<file path="src/rtl/nibble_serial_add_ctrl.sv">
// nibble_serial_add_ctrl: wide add/subtract sequenced one nibble per cycle through an external CLA4
// Ports:
//   clk_i, reset_i          clock, asynchronous active-high reset
//   start_i                 request, accepted only while ready_o=1
//   op_a_i, op_b_i, sub_i   operands and mode (0 = A+B, 1 = A-B), sampled on accept
//   ready_o, busy_o, done_o IDLE / RUN / one-cycle DONE indicators
//   sum_o, cout_o, ovf_o    result, final carry (sub: 1 = no borrow), signed overflow
//   add_a_o, add_b_o, add_ci_o  nibble operands and carry-in towards the CLA4
//   add_s_i, add_co_i       CLA4 sum and carry-out
module nibble_serial_add_ctrl #(
  parameter int NIBBLES = 4
) (
  input  logic                   clk_i,
  input  logic                   reset_i,
  input  logic                   start_i,
  input  logic [4*NIBBLES-1:0]   op_a_i,
  input  logic [4*NIBBLES-1:0]   op_b_i,
  input  logic                   sub_i,
  output logic                   ready_o,
  output logic                   busy_o,
  output logic                   done_o,
  output logic [4*NIBBLES-1:0]   sum_o,
  output logic                   cout_o,
  output logic                   ovf_o,
  output logic [3:0]             add_a_o,
  output logic [3:0]             add_b_o,
  output logic                   add_ci_o,
  input  logic [3:0]             add_s_i,
  input  logic                   add_co_i
);
  localparam int W = 4 * NIBBLES;
  localparam int IW = $clog2(NIBBLES);
  localparam logic [IW-1:0] LAST = IW'(NIBBLES - 1);

  typedef enum logic [1:0] {IDLE, RUN, DONE} state_t;

  state_t         state_q, state_d;
  logic [IW-1:0]  idx_q, idx_d;
  logic           carry_q, carry_d;
  logic [W-1:0]   a_q, a_d, b_q, b_d, sum_q, sum_d;
  logic           cout_q, cout_d, ovf_q, ovf_d;
  logic           run, last;

  assign run      = state_q == RUN;
  assign last     = idx_q == LAST;
  assign ready_o  = state_q == IDLE;
  assign busy_o   = run;
  assign done_o   = state_q == DONE;
  assign sum_o    = sum_q;
  assign cout_o   = cout_q;
  assign ovf_o    = ovf_q;
  assign add_a_o  = run ? a_q[{idx_q, 2'b00} +: 4] : 4'h0;
  assign add_b_o  = run ? b_q[{idx_q, 2'b00} +: 4] : 4'h0;
  assign add_ci_o = run & carry_q;

  always_comb begin
    state_d = state_q;
    idx_d   = idx_q;
    carry_d = carry_q;
    a_d     = a_q;
    b_d     = b_q;
    sum_d   = sum_q;
    cout_d  = cout_q;
    ovf_d   = ovf_q;
    if (state_q == IDLE && start_i) begin
      state_d = RUN;
      a_d     = op_a_i;
      b_d     = sub_i ? ~op_b_i : op_b_i;
      carry_d = sub_i;
      idx_d   = '0;
      sum_d   = '0;
    end else if (run) begin
      sum_d[{idx_q, 2'b00} +: 4] = add_s_i;
      carry_d = add_co_i;
      idx_d   = last ? '0 : idx_q + 1'b1;
      if (last) begin
        state_d = DONE;
        cout_d  = add_co_i;
        // carry into the MSB is recovered from the MSB sum bit and its operand bits
        ovf_d   = add_co_i ^ (a_q[W-1] ^ b_q[W-1] ^ add_s_i[3]);
      end
    end else if (state_q == DONE) begin
      state_d = IDLE;
    end
  end

  always_ff @(posedge clk_i or posedge reset_i) begin
    if (reset_i) begin
      state_q <= IDLE;
      idx_q   <= '0;
      carry_q <= 1'b0;
      a_q     <= '0;
      b_q     <= '0;
      sum_q   <= '0;
      cout_q  <= 1'b0;
      ovf_q   <= 1'b0;
    end else begin
      state_q <= state_d;
      idx_q   <= idx_d;
      carry_q <= carry_d;
      a_q     <= a_d;
      b_q     <= b_d;
      sum_q   <= sum_d;
      cout_q  <= cout_d;
      ovf_q   <= ovf_d;
    end
  end
endmodule

</file>
<file path="config.mk">
export PLATFORM = sky130hd
export DESIGN_NAME = nibble_serial_add_ctrl
export DESIGN_NICKNAME = d
export VERILOG_FILES = /design/src/rtl/nibble_serial_add_ctrl.sv
export SDC_FILE = /design/constraint.sdc
export NUM_CORES = 1
export LEC_CHECK = 0
export BUFFER_PORTS_ARGS = -buffer_cell sky130_fd_sc_hd__buf_2
export CAP_MARGIN = 5
export CORE_MARGIN = 10
export CORE_UTILIZATION = 52
export CTS_BUF_LIST = sky130_fd_sc_hd__clkbuf_16
export DETAILED_ROUTE_END_ITERATION = 8
export PLACE_DENSITY = 0.78
export SLEW_MARGIN = 20
export SYNTH_ARGS = -nofsm -noshare
export SYNTH_HDL_FRONTEND = slang
export SYNTH_SLANG_ARGS = --single-unit
</file>
<file path="constraint.sdc">
create_clock -name clk_i -period 1.95 [get_ports clk_i]
set_input_delay 0.0975 -clock clk_i [delete_from_list [all_inputs] [get_ports clk_i]]
set_output_delay 0.0975 -clock clk_i [all_outputs]
set_load 0.005 [all_outputs]
</file>
======== After elaboration in Yosys (flattened, before gate mapping) ========
Index checks and enable logic that the tools add are counted.
cells by class
  add/sub/neg operators ................... 2
  equal/unequal tests ..................... 4
  shift-type cells ........................ 4
  multiplexer cells ....................... 15
  bitwise operators ....................... 6
  reductions and logical operators ........ 6
operators with widths
  kind                    number
  $mux 16                 3
  $shiftx 16x5->4         2
  $bwmux 16               1
  $not 16->16             1
  $shift 4x6->16 const A  1
  $shiftx 4x6->16         1
  $mux 2                  7
  $mux 4                  2
  $neg 4->6               1
  $eq 2x2->1 const B      2
  $ne 3x1->1 const B      1
  $reduce_and 3->1        1
  $reduce_bool 3->1       1
  $xor 1x1->1             3
  $add 2x1->2 const B     1
  $eq 2x1->1 const B      1
  $logic_not 2->1         1
  $mux 1                  2
  $reduce_and 2->1        1
  $reduce_bool 2->1       1
  $and 1x1->1             1
  $logic_and 1x1->1       1
  $not 1->1               1
word-level totals
  flip-flop bits (word level) ............. 55
  bits of input ports ..................... 41
  output and inout bits ................... 30
  word-level logic and storage cells ...... 45

======== Longest topological paths before layout ========
Gate-level depths: netlist (run 1).
  depth in word-level cells ............... 5
  gate-level depth with buffers ........... 7
  gate-level depth less buffers ........... 5

======== Least setup slack after synthesis (run 1) ========
No wires, ideal clock.
  path type ............................... flip-flop to flip-flop
  start ................................... reg idx_q[0]
  end ..................................... reg sum_q[0] (netlist: sum_o[0])
  setup time .............................. 71 ps
  arrival ................................. 1508 ps
  data required time ...................... 1879 ps
  slack ................................... 370 ps
  stages on the path, launching flop included .. 7
  cell sequence ........................... dfrtp_1 -> buf_6 -> inv_4 -> ha_1 -> and4bb_4 -> a22oi_1 -> nor2_1
on the way
  cells in the longest elaborated chain, start to end .. 5
  elaborated cells on any way between the ends .. 6
  classes of those cells .................. add/sub (1); shift (2); mux (3)
RTL lines
  item                                               line  source
  from (decl)                                        38    logic [IW-1:0] idx_q, idx_d;
  from (signal assigned)                             99    idx_q <= idx_d;
  $neg 4->6 (*)                                      73    sum_d[{idx_q, 2'b00} +: 4] = add_s_i;
  $shiftx 4x6->16 or $shift 4x6->16 (tied branches)  73
  $bwmux 16 (*)                                      73
  $mux 16 (*)                                        72    end else if (run) begin
  $mux 16 (*)                                        65    if (state_q == IDLE && start_i) begin
  to (signal assigned)                               103   sum_q <= sum_d;
  to (decl)                                          40    logic [W-1:0] a_q, a_d, b_q, b_d, sum_q, sum_d;
Every way passes the cells marked *; elsewhere a longest branch is shown, timed or not. The select of a mux whose other input is x is not followed.
A chain may end at the register's enable or synchronous reset.

======== Worst setup path in the final report (run 1) ========
  start ................................... reg idx_q[0]
  end ..................................... out add_a_o[3]
on the way
  cells in the longest elaborated chain, start to end .. 2
RTL lines
  item             line  source
  $shiftx 16x5->4  52    assign add_a_o = run ? a_q[{idx_q, 2'b00} +: 4] : 4'h0;
  $mux 4           52
  to (decl)        25    output logic [3:0] add_a_o,
Every way passes these cells.

==> flow_metrics.env, run 1 <==
export IMPL_p_switching_uw=1694
export IMPL_finalClockSkew_ps=6.403
export IMPL_setup_ws_ps=66.54
export IMPL_grt_remaining_overflow=0
export IMPL_worstMarginPinSlew_ps=516.7
export IMPL_p_int_uw=3145
export IMPL_cts_buffers_inserted=5
export IMPL_seq_area_frac_synth_pct=51.00
export IMPL_rsz0062_at_grt="false"
export IMPL_drc_errors=0
export IMPL_cts_tree="done"
export IMPL_ir_worst_vdd_mv=0.6289
export IMPL_crit_fanout=7
export IMPL_power_leakage_uw=0.001709
export IMPL_row_count=26
export IMPL_hpwl_microns=4611
export IMPL_grt_antenna_before_repair=0
export IMPL_drtPass1Iterations=4
export IMPL_cts_setup_buffers=0
export IMPL_dieArea_sq_um=8471
export IMPL_clk_latency_ps=300
export IMPL_clk_pin_slew_worst_paths_ps=70
export IMPL_timing_fmax_ghz=0.5309
export IMPL_die_w_microns=92.04
export IMPL_reg2regPathDepth=5
export IMPL_power_density_nw_per_um2=1426
export IMPL_clockBufferDepth=2
export IMPL_startpoint_type="register"
export IMPL_slowest_delay_ps=570
export IMPL_holdPathEnd="a_q[1]$_DFFE_PP0P_"
export IMPL_syn_inst=249
export IMPL_place_area_sq_um=3122
export IMPL_final_cell_mix="70 x nand2_1, 70 x buf_2, 54 x dfrtp_1"
export IMPL_r2r_start="state_q[1]$_DFFE_PP0P_"
export IMPL_power_frac_seq_pct=38.2
export IMPL_post_route_period_util_pct=96.59
export IMPL_syn_area_sq_um=2699
export IMPL_r2r_end="sum_o[14]$_DFFE_PP0P_"
export IMPL_portBuffers=70
export IMPL_hold_depth=3
export IMPL_finalHoldViolCount=0
export IMPL_grt_use_total_pct=15.39
export IMPL_hp_start="op_a_i[1]"
export IMPL_ios=71
export IMPL_dp_cells=382
export IMPL_setup_worst_path_class="register to output pin"
export IMPL_areaGrowthSynthToFinish_pct=25.73
export IMPL_cp_slowest_cell="mux4_1"
export IMPL_path_cells="buf_4, mux4_1, and2_1, buf_2"
export IMPL_ys_types=32
export IMPL_synth_seq_cells=55
export IMPL_preCtsSetupSlack_ps=273.8
export IMPL_grt_pass1_vias=2170
export IMPL_ant_nets=0
export IMPL_diodes=0
export IMPL_min_period_ps=1883
export IMPL_gp_congestion=0.8400
export IMPL_ff2ff_setup_slack_ps=250
export IMPL_drt_total_wl_microns=6373
export IMPL_pwr_share_comb_pct=40.8
export IMPL_synth_warning_count=0
export IMPL_hold_path_class="input port to register"
export IMPL_setup_tns_final_ps=0
export IMPL_design_area_sq_um=3393
export IMPL_clkSinkCount=55
export IMPL_cts_htree_levels=2
export IMPL_clkPwrFrac_pct=21.0
export IMPL_core_area_sq_um=5075
export IMPL_start_util_pct=53.18
export IMPL_drt_initial_drc_count=126
export IMPL_cp_arrival_ps=1790
export IMPL_nets=379
export IMPL_vias=2077
export IMPL_grt_pass1_wl_microns=10640
export IMPL_die_h_microns=92.04
export IMPL_layout_drive_gt1_share_pct=30.91
export IMPL_critPathRequiredTime_ps=1850
export IMPL_critPathCaptureType="output pin"
export IMPL_wire_per_inst_microns=15.93
export IMPL_status="complete, no violations"
export IMPL_clockRootBuffer="clkbuf_16"
export IMPL_syn_num_nets=299
export IMPL_relSlewSlack_pct=65.50
export IMPL_slew_viol_final=0
export IMPL_syn_area_per_cell_sq_um=10.84
export IMPL_fin_cells=400
export IMPL_drv_cap=0
export IMPL_grt_max_degree=50
export IMPL_p_sw_share_pct=35.01
export IMPL_setup_violations=0
export IMPL_viasPerCell=5.193
## what timing repair did
item                       CTS  global route
gates resized for setup      1             1
hold buffers                10             0
setup endpoints to repair    1             3
hold endpoints to repair    32             0
## flip-flops by register name, summed over array words and instances (netlist names)
register	cells
a_q	16
b_q	16
sum_o	16
idx_q	2
state_q	2
carry_q	1
cout_o	1
ovf_o	1
## power groups by stage
stage	combinational (uW)	sequential [uW]	clock (uW)
6_report	1970	1850	1020
5_1_grt	2230	1900	1070
4_1_cts	1990	1850	1030
3_5_place_dp	1960	1860	0
3_3_place_gp	1890	1840	0
2_1_floorplan	1410	1800	0
## how the worst max path moves through the flow
stage	start	slack [ps]	endpoint
after detailed placement	state_q[1]$_DFFE_PP0P_	270	sum_o[12]$_DFFE_PP0P_
final	idx_q[0]$_DFFE_PP0P_	70	add_a_o[3]
after CTS	state_q[1]$_DFFE_PP0P_	60	add_a_o[0]
after global placement	idx_q[0]$_DFFE_PP0P_	350	sum_o[9]$_DFFE_PP0P_
after floorplan	idx_q[0]$_DFFE_PP0P_	370	sum_o[0]$_DFFE_PP0P_
after global routing	idx_q[0]$_DFFE_PP0P_	30	add_a_o[3]
## layer usage
metal | GRT usage [%] | share of wire, % | wire length [microns] | vias to the layer above
met3 | 4.156 | 5.8 | 371 | 7
met2 | 26.59 | 52 | 3294 | 63
met5 | 0 | 0 | 0 | -
li1 | - | - | - | 997
met4 | 5.141 | 1.3 | 86 | 0
met1 | 18.04 | 41 | 2621 | 1010
## kinds of logic (layout without fill, tap and decap cells)
family,after synthesis,in the layout,synth area share [%]
AND/OR/NAND/NOR,95,95,16.74
flip-flops,55,55,51.00
AO/OA/AOI/OAI,40,40,9.782
XOR/XNOR,19,19,6.166
buffers and inverters,19,100,3.755
multiplexers,12,12,8.391
adder cells (fa/ha/maj),9,9,4.173
## critical path, delay by kind of cell, from the launching register on
| family | cells | cell delay (ps) |
|---|---|---|
| buffers and inverters | 2 | 310 |
| flip-flops | 1 | 450 |
| multiplexers | 1 | 570 |
| AND/OR/NAND/NOR | 1 | 170 |
## area by class of cell
type	instances	area, sq um
multi-input combinational	175	1224
timing repair buffer	87	515.5
sequential	55	1378
clock buffer	5	125.1
tap	70	87.58
fill	415	1682
inverter	5	21.27
clock inverter	3	42.54
## synth_stat cells (all sizes together)
| cell type | n | area share [%] |
|---|---|---|
| ha | 9 | 4.2 |
| nor2 | 7 | 0.97 |
| clkbuf | 6 | 0.83 |
| a21oi | 5 | 0.93 |
| and2 | 10 | 2.4 |
| a22oi | 4 | 1.1 |
| buf | 8 | 2.1 |
| mux4 | 8 | 6.8 |
| xnor2 | 19 | 6.2 |
| dfrtp | 55 | 51 |
| nand2b | 1 | 0.23 |
| a2bb2oi | 1 | 0.32 |
| a32o | 4 | 1.5 |
| nor4b | 1 | 0.88 |
| a22o | 8 | 2.6 |
| nand2 | 70 | 9.7 |
| nand3 | 1 | 0.19 |
| mux2i | 2 | 0.74 |
| o21ai | 18 | 3.3 |
| nand4b | 1 | 0.32 |
| nor4 | 1 | 0.79 |
| inv | 5 | 0.79 |
| mux2 | 2 | 0.83 |
| or2 | 1 | 0.23 |
| and4bb | 1 | 0.60 |
| nor3 | 1 | 0.37 |
## stage by stage
stage	hold slack [ps]	power, uW	utilization [%]
6_report	9.878	4839	66.86
4_1_cts	6.136	4876	66.81
3_5_place_dp	164.1	3822	61.51
3_3_place_gp	163.5	3724	61.51
2_1_floorplan	202.9	3207	-
5_1_grt	23.32	5209	66.86
(Power assumes the default switching activity.)
==> run 2, diff against run 1 <==
--- a/config.mk
+++ b/config.mk
@@ -7,11 +7,13 @@
 export LEC_CHECK = 0
 export BUFFER_PORTS_ARGS = -buffer_cell sky130_fd_sc_hd__buf_2
 export CAP_MARGIN = 5
+export CELL_PAD_IN_SITES_DETAIL_PLACEMENT = 1
+export CELL_PAD_IN_SITES_GLOBAL_PLACEMENT = 2
 export CORE_MARGIN = 10
-export CORE_UTILIZATION = 52
+export CORE_UTILIZATION = 33
 export CTS_BUF_LIST = sky130_fd_sc_hd__clkbuf_16
 export DETAILED_ROUTE_END_ITERATION = 8
-export PLACE_DENSITY = 0.78
+export PLACE_DENSITY = 0.79
 export SLEW_MARGIN = 20
 export SYNTH_ARGS = -nofsm -noshare
 export SYNTH_HDL_FRONTEND = slang
==> flow_metrics.env, run 2 (synthesized netlist as in run 1, its figures left out) <==
export IMPL_post_route_period_util_pct=92.74
export IMPL_drc_errors=0
export IMPL_die_h_microns=110.4
export IMPL_relSlewSlack_pct=69.35
export IMPL_drt_initial_drc_count=102
export IMPL_drt_total_wl_microns=6830
export IMPL_hpwl_microns=5308
export IMPL_vias=2058
export IMPL_finalHoldViolCount=0
export IMPL_rsz0062_at_grt="false"
export IMPL_p_sw_share_pct=34.72
export IMPL_power_frac_seq_pct=37.6
export IMPL_grt_antenna_before_repair=0
export IMPL_row_count=32
export IMPL_finalClockSkew_ps=4.533
export IMPL_setup_violations=0
export IMPL_cts_repair_resized=0
export IMPL_clockBufferDepth=2
export IMPL_status="complete, no violations"
export IMPL_clk_latency_ps=290
export IMPL_worstMarginPinSlew_ps=459.8
export IMPL_wire_per_inst_microns=15.67
export IMPL_critPathCaptureType="register"
export IMPL_setup_tns_final_ps=0
export IMPL_slew_viol_final=0
export IMPL_startpoint_type="register"
export IMPL_diodes=0
export IMPL_slowest_delay_ps=420
export IMPL_drv_cap=0
export IMPL_p_int_uw=3176
export IMPL_grt_pass1_wl_microns=11590
export IMPL_power_density_nw_per_um2=1408
export IMPL_min_period_ps=1809
export IMPL_power_leakage_uw=0.001731
export IMPL_nets=383
export IMPL_drtPass1Iterations=4
export IMPL_clkPwrFrac_pct=20.2
export IMPL_ant_nets=0
export IMPL_clk_pin_slew_worst_paths_ps=70
export IMPL_grt_remaining_overflow=0
export IMPL_cp_arrival_ps=2030
export IMPL_grt_pass1_vias=2293
export IMPL_cp_slowest_cell="ha_1"
export IMPL_grt_use_total_pct=11.32
export IMPL_fillers=932
export IMPL_cts_buffers_inserted=5
export IMPL_path_cells="inv_1, ha_1, nand2_1, nor4b_4, a32o_1"
export IMPL_viasPerCell=4.720
export IMPL_seqCellArea_sq_um=1376
export IMPL_clockRootBuffer="clkbuf_16"
export IMPL_portBuffers=70
export IMPL_core_area_sq_um=7848
export IMPL_clkSinkCount=55
export IMPL_ios=71
export IMPL_hold_slack_ps=3.250
export IMPL_timing_fmax_ghz=0.5529
export IMPL_layout_drive_gt1_share_pct=31.14
export IMPL_setup_worst_path_class="register to register"
export IMPL_final_cell_mix="70 x nand2_1, 70 x buf_2, 55 x dfrtp_1"
export IMPL_p_switching_uw=1690
export IMPL_dieArea_sq_um=12200
export IMPL_hold_path_class="input port to register"
export IMPL_final_util_pct=44.04
export IMPL_cts_htree_levels=2
export IMPL_crit_fanout=11
export IMPL_multi_input_area_sq_um=1221
export IMPL_critPathRequiredTime_ps=2170
export IMPL_pwr_share_comb_pct=42.1
export IMPL_gp_congestion=0.7348
export IMPL_areaGrowthSynthToFinish_pct=28.05
export IMPL_ir_worst_vdd_mv=0.4255
export IMPL_grt_max_degree=39
export IMPL_cts_tree="done"
export IMPL_start_util_pct=34.39
export IMPL_die_w_microns=110.4
run 2: cell types whose count changed in the layout (fill, tap and decap cells not counted):
| cell | change |
|---|---|
| ha_2 | -1 |
| ha_1 | +1 |
| clkinv_2 | +1 |
| dfrtp_1 | +1 |
| inv_6 | -1 |
| buf_4 | +4 |
| dfrtp_2 | -1 |
run 2: layout make-up:
class | count | area share [%]
Sequential cell | 55 | 39.83
Multi-Input combinational cell | 175 | 35.34
Timing Repair Buffer | 91 | 15.79
Tap cell | 102 | 3.693
Clock buffer | 5 | 3.621
Clock inverter | 3 | 1.122
Inverter | 5 | 0.6155
run 2: stage by stage:
step | cells | total power [uW] | setup WS (ps) | instance area, sq um
finish | 436 | 4866 | 141.5 | 3456
global route | 436 | 5300 | 1.657 | 3456
CTS | 435 | 4958 | 57.57 | 3448
detailed placement | 417 | 3924 | 182.7 | 3184
global placement | 417 | 3840 | 325.6 | 3184
floorplan | 249 | 3207 | 370.2 | 2699
run 2: final timing paths:
kind,start,slack (ps),cells past startpoint,endpoint
max,state_q[1]$_DFFE_PP0P_,140,5,sum_o[13]$_DFFE_PP0P_
min,op_a_i[3],3,3,a_q[3]$_DFFE_PP0P_
max reg2reg,state_q[1]$_DFFE_PP0P_,140,5,sum_o[13]$_DFFE_PP0P_
min reg2reg,a_q[5]$_DFFE_PP0P_,470,2,a_q[5]$_DFFE_PP0P_
max in group asynchronous,reset_i,1080,4,a_q[6]$_DFFE_PP0P_
min in group asynchronous,reset_i,340,3,sum_o[8]$_DFFE_PP0P_
run 2: repair_timing:
item	CTS	global route
setup buffers	0	1
hold endpoints to repair	26	0
setup endpoints to repair	0	1
hold buffers	10	0
run 2: critical path, delay by kind of cell (launching register included):
| family | cells | cell delay (ps) |
|---|---|---|
| AOI/OAI and AO/OA | 1 | 180 |
| adders and majority gates | 1 | 420 |
| DFF | 1 | 400 |
| and+or+nand+nor | 2 | 660 |
| buffers and inverters | 1 | 80 |
run 2: per-layer routing:
metal | share of wire, % | GRT usage [%] | wire length (microns)
met2 | 48 | 18.51 | 3312
met4 | 1.7 | 3.886 | 113
met5 | 0 | 0 | 0
met1 | 45 | 13.99 | 3091
met3 | 4.6 | 3.079 | 313
run 2: power groups by stage:
| stage | clock network, uW | logic (uW) | registers (uW) |
|---|---|---|---|
| CTS | 1020 | 2090 | 1840 |
| floorplan | 0 | 1410 | 1800 |
| global placement | 0 | 2000 | 1840 |
| global route | 1070 | 2330 | 1900 |
| detailed placement | 0 | 2060 | 1860 |
| finish | 985 | 2050 | 1830 |
==> run 3, diff against run 2 <==
==> constraint.sdc (replaced) <==
create_clock -name clk_i -period 1.95 [get_ports clk_i]
set_input_delay 0.0975 -clock clk_i [delete_from_list [all_inputs] [get_ports clk_i]]
set_output_delay 0.0975 -clock clk_i [all_outputs]
set_load 0.01 [all_outputs]
==> flow_metrics.env, run 3 (synthesized netlist as in run 1, its figures left out) <==
export IMPL_critPathCaptureType="output pin"
export IMPL_finalClockSkew_ps=7.997
export IMPL_status="complete, no violations"
export IMPL_timing_fmax_ghz=0.5372
export IMPL_place_area_sq_um=3184
export IMPL_die_h_microns=110.4
export IMPL_gp_congestion=0.7455
export IMPL_r2r_start="state_q[1]$_DFFE_PP0P_"
export IMPL_hold_path_class="input port to register"
export IMPL_setup_worst_path_class="register to output pin"
export IMPL_r2r_end="sum_o[13]$_DFFE_PP0P_"
export IMPL_cts_setup_buffers=0
export IMPL_ant_nets=0
export IMPL_design_area_sq_um=3433
export IMPL_dieArea_sq_um=12200
export IMPL_grt_pass1_wl_microns=11390
export IMPL_final_cell_mix="70 x nand2_1, 70 x buf_2, 55 x dfrtp_1"
export IMPL_ir_worst_vdd_mv=0.4641
export IMPL_layout_drive_gt1_share_pct=30.82
export IMPL_wire_per_inst_microns=15.58
export IMPL_worstMarginPinSlew_ps=457.3
export IMPL_cp_arrival_ps=1760
export IMPL_areaGrowthSynthToFinish_pct=27.21
export IMPL_hpwl_microns=5243
export IMPL_clk_pin_slew_worst_paths_ps=70
export IMPL_hold_slack_ps=5.551
export IMPL_rsz0062_at_grt="false"
export IMPL_hold_depth=3
export IMPL_grt_max_degree=37
export IMPL_drc_errors=0
export IMPL_drt_total_wl_microns=6745
export IMPL_start_util_pct=34.39
export IMPL_power_density_nw_per_um2=1425
export IMPL_relSlewSlack_pct=69.51
export IMPL_clk_latency_ps=290
export IMPL_setup_tns_final_ps=0
export IMPL_ff2ff_setup_slack_ps=180
export IMPL_die_w_microns=110.4
export IMPL_grt_use_total_pct=11.13
export IMPL_viasPerCell=4.691
export IMPL_power_uw=4893
export IMPL_core_area_sq_um=7848
export IMPL_cts_tree="done"
export IMPL_cts_htree_levels=2
export IMPL_slew_viol_final=0
export IMPL_min_period_ps=1861
export IMPL_crit_fanout=5
export IMPL_drv_cap=0
export IMPL_drtPass1Iterations=4
export IMPL_finalHoldViolCount=0
export IMPL_portBuffers=70
export IMPL_hp_start="op_a_i[5]"
export IMPL_power_leakage_uw=0.001722
export IMPL_grt_remaining_overflow=0
export IMPL_clockRootBuffer="clkbuf_16"
export IMPL_critPathRequiredTime_ps=1850
export IMPL_grt_antenna_before_repair=0
export IMPL_setup_violations=0
export IMPL_drt_initial_drc_count=53
export IMPL_clockBufferDepth=2
export IMPL_cts_buffers_inserted=5
export IMPL_diodes=0
export IMPL_post_route_period_util_pct=95.45
export IMPL_vias=2031
export IMPL_startpoint_type="register"
export IMPL_nets=381
export IMPL_ios=71
export IMPL_grt_pass1_vias=2281
export IMPL_clkSinkCount=55
export IMPL_holdPathEnd="a_q[5]$_DFFE_PP0P_"
export IMPL_reg2regPathDepth=5
export IMPL_row_count=32
## run 3: cell types whose count changed in the layout (fill, tap and decap cells not counted), sizes merged
cell | before | now
buf | 81 | 80
clkinv | 2 | 0
dlygate4sd3 | 10 | 9
inv | 5 | 6
## run 3: layer usage
layer / vias to the layer above / track usage, % / share of wire [%]
met3: 7 / 3.025 / 5.1
met5: - / 0 / 0
met4: 0 / 3.886 / 1.5
met1: 974 / 13.31 / 44
met2: 48 / 18.70 / 49
li1: 1002 / - / -
## run 3: stage by stage
| step | worst slack (ps) | util, % | instances |
|---|---|---|---|
| 3_3_place_gp | 320.5 | 40.58 | 417 |
| 4_1_cts | 50.67 | 43.75 | 433 |
| 2_1_floorplan | 368.4 | - | 249 |
| 6_report | 88.66 | 43.75 | 433 |
| 3_5_place_dp | 212.6 | 40.58 | 417 |
| 5_1_grt | 0.8560 | 43.75 | 433 |
## run 3: area by class of cell
class | count | area, sq um
fill | 912 | 4414
timing repair buffer | 89 | 528.0
clock buffer | 5 | 125.1
tap | 102 | 127.6
clock inverter | 2 | 33.78
inverter | 5 | 21.27
sequential | 55 | 1376
multi-input combinational | 175 | 1221
## run 3: power by group
part | leakage (uW) | total, uW | switching (uW) | internal, uW
Sequential | 0.000705 | 1840 | 256 | 1590
Clock | 0.0000811 | 977 | 382 | 594
Combinational | 0.000935 | 2070 | 1090 | 980
## run 3: timing repair
| action | in CTS | in global routing |
|---|---|---|
| endpoints found under the hold margin | 27 | 0 |
| hold buffers | 9 | 0 |
| resized for setup | 0 | 0 |
## run 3: worst max path at each step
stage / startpoint / endpoint / slack, ps / depth (start not counted)
after global routing: idx_q[0]$_DFFE_PP0P_ / add_a_o[2] / 0.9 / 4
after CTS: idx_q[0]$_DFFE_PP0P_ / add_b_o[0] / 50 / 4
after detailed placement: state_q[1]$_DFFE_PP0P_ / sum_o[13]$_DFFE_PP0P_ / 210 / 5
after floorplan: idx_q[0]$_DFFE_PP0P_ / sum_o[0]$_DFFE_PP0P_ / 370 / 6
final: idx_q[0]$_DFFE_PP0P_ / add_a_o[1] / 90 / 4
after global placement: state_q[0]$_DFFE_PP0P_ / sum_o[7]$_DFFE_PP0P_ / 320 / 5
## run 3: worst max-delay path, cell delays in order, from the launching register on
cell and delay, ps:
dfrtp_1 450, buf_4 210, mux4_2 490, and2_1 180, buf_2 140
